<file path="config.mk">
export PLATFORM = sky130hd
export DESIGN_NAME = serial_demux_1x8
export DESIGN_NICKNAME = d
export VERILOG_FILES = /design/src/rtl/serial_demux_1x8.sv
export SDC_FILE = /design/constraint.sdc
export NUM_CORES = 1
export LEC_CHECK = 0
export ABC_AREA = 1
export BUFFER_PORTS_ARGS = -buffer_cell sky130_fd_sc_hd__buf_2
export CAP_MARGIN = 20
export CORE_MARGIN = 1
export CORE_UTILIZATION = 28
export CTS_BUF_LIST = sky130_fd_sc_hd__clkbuf_4
export CTS_CLUSTER_DIAMETER = 200
export CTS_CLUSTER_SIZE = 20
export DETAILED_ROUTE_END_ITERATION = 6
export PLACE_DENSITY_LB_ADDON = 0.25
export SETUP_SLACK_MARGIN = 0.4
export SLEW_MARGIN = 30
export SYNTH_ARGS = -nofsm -noshare
export SYNTH_HDL_FRONTEND = slang
export SYNTH_SLANG_ARGS = --single-unit
</file>
<file path="constraint.sdc">
create_clock -name clk -period 1.39 [get_ports clk]
set_input_delay 0.0695 -clock clk [delete_from_list [all_inputs] [get_ports clk]]
set_output_delay 0.0695 -clock clk [all_outputs]
set_load 0.02 [all_outputs]
</file>
<file path="src/rtl/serial_demux_1x8.sv">
`default_nettype none
// ============================================================================
// Module      : serial_demux_1x8
// Description : Serial 1-to-8 deserializer; steers accepted bits into lanes of
//               an assembly register and hands off bytes on a valid/ready port.
// Revision    : 1.0 - initial release
// ============================================================================
module serial_demux_1x8 #(
  parameter int unsigned LSB_FIRST = 1
) (
  input  logic       clk,
  input  logic       rst,
  input  logic       in_bit,
  input  logic       in_valid,
  output logic       in_ready,
  input  logic       sync,
  output logic [7:0] out_byte,
  output logic       out_valid,
  input  logic       out_ready,
  output logic [2:0] bit_idx
);

  localparam logic [2:0] c_LAST = 3'd7;

  typedef enum logic [0:0] {
    COLLECT = 1'b0,
    HOLD    = 1'b1
  } state_t;

  state_t     r_state;
  state_t     w_state_nxt;
  logic [7:0] r_asm;
  logic [7:0] r_out_byte;
  logic [2:0] r_bit_idx;

  logic       w_accept;
  logic       w_xfer;
  logic       w_complete;
  logic [2:0] w_idx_eff;
  logic [2:0] w_lane;
  logic [7:0] w_base;
  logic [7:0] w_byte;

  assign out_valid = (r_state == HOLD);
  assign out_byte  = r_out_byte;
  assign bit_idx   = r_bit_idx;

  // Only the 8th bit can stall, and only when the held byte is not draining.
  assign in_ready   = !rst && !((r_bit_idx == c_LAST) && out_valid && !out_ready);
  assign w_accept   = in_valid && in_ready;
  assign w_xfer     = out_valid && out_ready;
  assign w_complete = w_accept && (r_bit_idx == c_LAST) && !sync;

  // A bit accepted alongside sync becomes bit 0 of a freshly cleared frame.
  always_comb begin
    w_idx_eff = sync ? 3'd0 : r_bit_idx;
    w_lane    = (LSB_FIRST != 0) ? w_idx_eff : (c_LAST - w_idx_eff);
    w_base    = sync ? 8'h00 : r_asm;
    w_byte    = w_base;
    w_byte[w_lane] = in_bit;
  end

  always_comb begin
    w_state_nxt = r_state;
    case (r_state)
      COLLECT: if (w_complete) w_state_nxt = HOLD;
      HOLD: begin
        if (w_complete)  w_state_nxt = HOLD;
        else if (w_xfer) w_state_nxt = COLLECT;
      end
      default: w_state_nxt = COLLECT;
    endcase
  end

  always_ff @(posedge clk) begin
    if (rst) begin
      r_state    <= COLLECT;
      r_asm      <= 8'h00;
      r_out_byte <= 8'h00;
      r_bit_idx  <= 3'd0;
    end else begin
      r_state <= w_state_nxt;
      if (w_accept) begin
        r_asm     <= w_byte;
        r_bit_idx <= w_idx_eff + 3'd1;
      end else if (sync) begin
        r_asm     <= 8'h00;
        r_bit_idx <= 3'd0;
      end
      if (w_complete) r_out_byte <= w_byte;
    end
  end

endmodule
`default_nettype wire

</file>
==> summary.md <==
| Metric | Value |
|---|---|
| Syn Inst Count | 165 |
| Worst setup EP type | output port |
| DRC | 0 |
| Initial DRC count | 56 |
| Critical path class | flip-flop to output port |
| Final Hold Fails | 0 |
| Initial antenna violation count | 0 |
| Area growth syn-to-layout | 42.72% |
| Post-synthesis sequential area ratio | 0.3883 |
| # rows | 21 |
| Avg Inst Size Synth | 6.248 µm² |
| Via count | 1089 |
| Antenna diode count | 0 |
| # IOs | 19 |
| Most frequent cells in the layout | 52 x nand2_1, 18 x nor2_1, 17 x inv_1, 16 x dfxtp_1, 14 x buf_2 |
| Vias in the first global route | 1033 |
| Syn. warnings | 0 |
| Final instance area | 1471 µm² |
| Worst r2r src | bit_idx[0] |
| Reg-to-reg endpoint | out_byte[3] |
| Fmax | 833.3 MHz |
| Worst reg2reg setup slack | 0.22 ns |
| Worst slew pin tran | 0.3354 ns |
| WL per Instance | 11.21 µm |
| First-pass GRT wire length | 4436 µm |
| Outcome | completed |
| PortBufs | 18 |
| Syn_nets | 172 |
| Clock transition at the registers of the reported paths | 0.12 ns |
| Hold Crit Start | out_ready |
| Final-stage net count | 205 |
| Pwr/cell area | 727.6 nW/µm² |
| Crit path arrival time | 1.13 ns |
| Synth unique cells | 17 |
| Final non-filler cell total | 243 |
| Fin crit share | 0.8634 |
| Max-Cap Viols | 0 |
| CTS sink cnt | 20 |
| Commonest non-fill, non-tap cell in the layout | nand2_1 |
| Die Span Y | 62.68 µm |
| Number of buffers created by CTS | 3 |
| Crit. Startpoint | bit_idx[0] |
| CTS Hold Bufs | 0 |
| CTS tree | yes |
| Share of post-route cells with drive strength above 1 | 0.3706 |
| Tmin final | 1.200 ns |
| Yosys reg bits | 20 |
| Post-DP HPWL | 1820 µm |
| Total core area | 3442 µm² |
| Placed cell count | 230 |
| Final setup violation count | 0 |
| Area after DPL | 1216 µm² |
| Slew Limit Fails | 0 |
| Routed wire length | 2723 µm |
| Tot GR Track Use | 0.1435 |
| Synthesized area | 1031 µm² |
| Max FO, Critical Path | 6 |
| Power Total | 1.071 mW |
| Clock Skew | 0.005182 ns |
| Largest net degree at the start of global routing | 12 |
| Initial Utilization | 0.2995 |
| RSZ-0062 raised after global routing | true |
| Pre-Repair DR Iteration Count | 5 |
| Hold Crit Depth | 4 |
| LEAKAGE | 0.7302 nW |
| Max clock buf depth | 2 |
| Peak supply drop | 0.4294 mV |
| Hold EP | out_valid |
| GRT overflow | 0 |
| FF-to-FF path depth | 6 |
| Placer Congestion | 0.8651 |
| Die X | 62.68 µm |
| Final TNS setup | 0 ns |
| Slew headroom | 0.7762 |
| H-tree levels | 1 |
| CP required | 1.32 ns |
| Vias per cell | 4.481 |
| Startpoint Class | flip-flop |
| Worst hold path type | input port to flip-flop |
| Antenna Nets Post-Route | 0 |
| Clock Tree Root | clkbuf_4 |
| Die ar. | 3929 µm² |
| Clk_lat worst skew | 0.31 ns |
| Fillers | 370 |
-- cell families after synthesis --
family	synth area share
and+or+nand+nor	0.3908
buffers and inverters	0.1201
AOI/OAI and AO/OA	0.08010
adders and majority gates	0.01213
DFF	0.3883
xor gates and xnor gates	0.008497
-- repair_timing --
action | in CTS | in global routing
resized for setup | 33 | 15
endpoints found under the setup margin | 23 | 24
pin swaps | 10 | 5
cloned | 2 | 0
setup buffers | 7 | 0
-- where the power goes --
part / switching (mW) / internal [mW]
Clock: 0.189 / 0.132
Sequential: 0.00987 / 0.581
Combinational: 0.0975 / 0.0610
-- critical path: stages (launching register included) --
cell and delay (ns):
dfxtp_4 0.43, nand3_4 0.09, nor2_4 0.12, nor2_4 0.05, buf_6 0.13
-- area by class of cell --
class	instances	area, µm²	share of cell area
Inverter	22	90.09	0.06122
Timing Repair inverter	1	6.256	0.004252
Clock buffer	4	30.03	0.02041
Multi-Input combinational cell	120	665.6	0.4524
Timing Repair Buffer	30	209.0	0.1420
Sequential cell	20	412.9	0.2806
Tap cell	46	57.56	0.03912
-- flip-flops by register name, summed over array words and instances (netlist names) --
| signal | cells |
|---|---|
| out_valid | 1 |
| r_asm | 8 |
| out_byte | 8 |
| bit_idx | 3 |
-- synthesized netlist by cell type (all sizes together) --
cell type  number  area (µm²)
nand3          13       70.07
inv            22       82.58
nand2          62       232.7
a21oi           7       35.03
buf             3       27.52
a22oi           1       7.510
xnor2           1       8.760
nor2           25       93.84
ha              1       12.51
nand4           1       6.260
clkbuf          1       13.76
dfxtp          20       400.4
o21ai           8       40.04
-- through the flow --
stage | utilization | worst slack, ns | hold slack, ns
after floorplan | - | 0.1250 | 0.2718
after global placement | 0.3533 | 0.08673 | 0.4226
after detailed placement | 0.3533 | 0.06224 | 0.4274
after CTS | 0.4122 | 0.1953 | 0.05351
after global routing | 0.4275 | 0.1218 | 0.07234
final | 0.4275 | 0.1899 | 0.06494
-- worst max-delay path by stage --
stage | slack, ns | cells after the start | to
after floorplan | 0.13 | 8 | out_byte[7]
after global placement | 0.09 | 5 | out_byte[7]
after detailed placement | 0.06 | 5 | out_byte[1]
after CTS | 0.20 | 4 | in_ready
after global routing | 0.12 | 6 | out_byte[4]
final | 0.19 | 4 | in_ready
-- per-layer routing --
metal | vias up | global-route usage | routed length (µm)
li1 | 575 | - | -
met3 | 4 | 0.04745 | 115
met1 | 488 | 0.1656 | 1251
met4 | 0 | 0.03779 | 23
met2 | 22 | 0.2514 | 1333
met5 | - | 0 | 0
No activity file was read; power rests on OpenSTA's default activity.
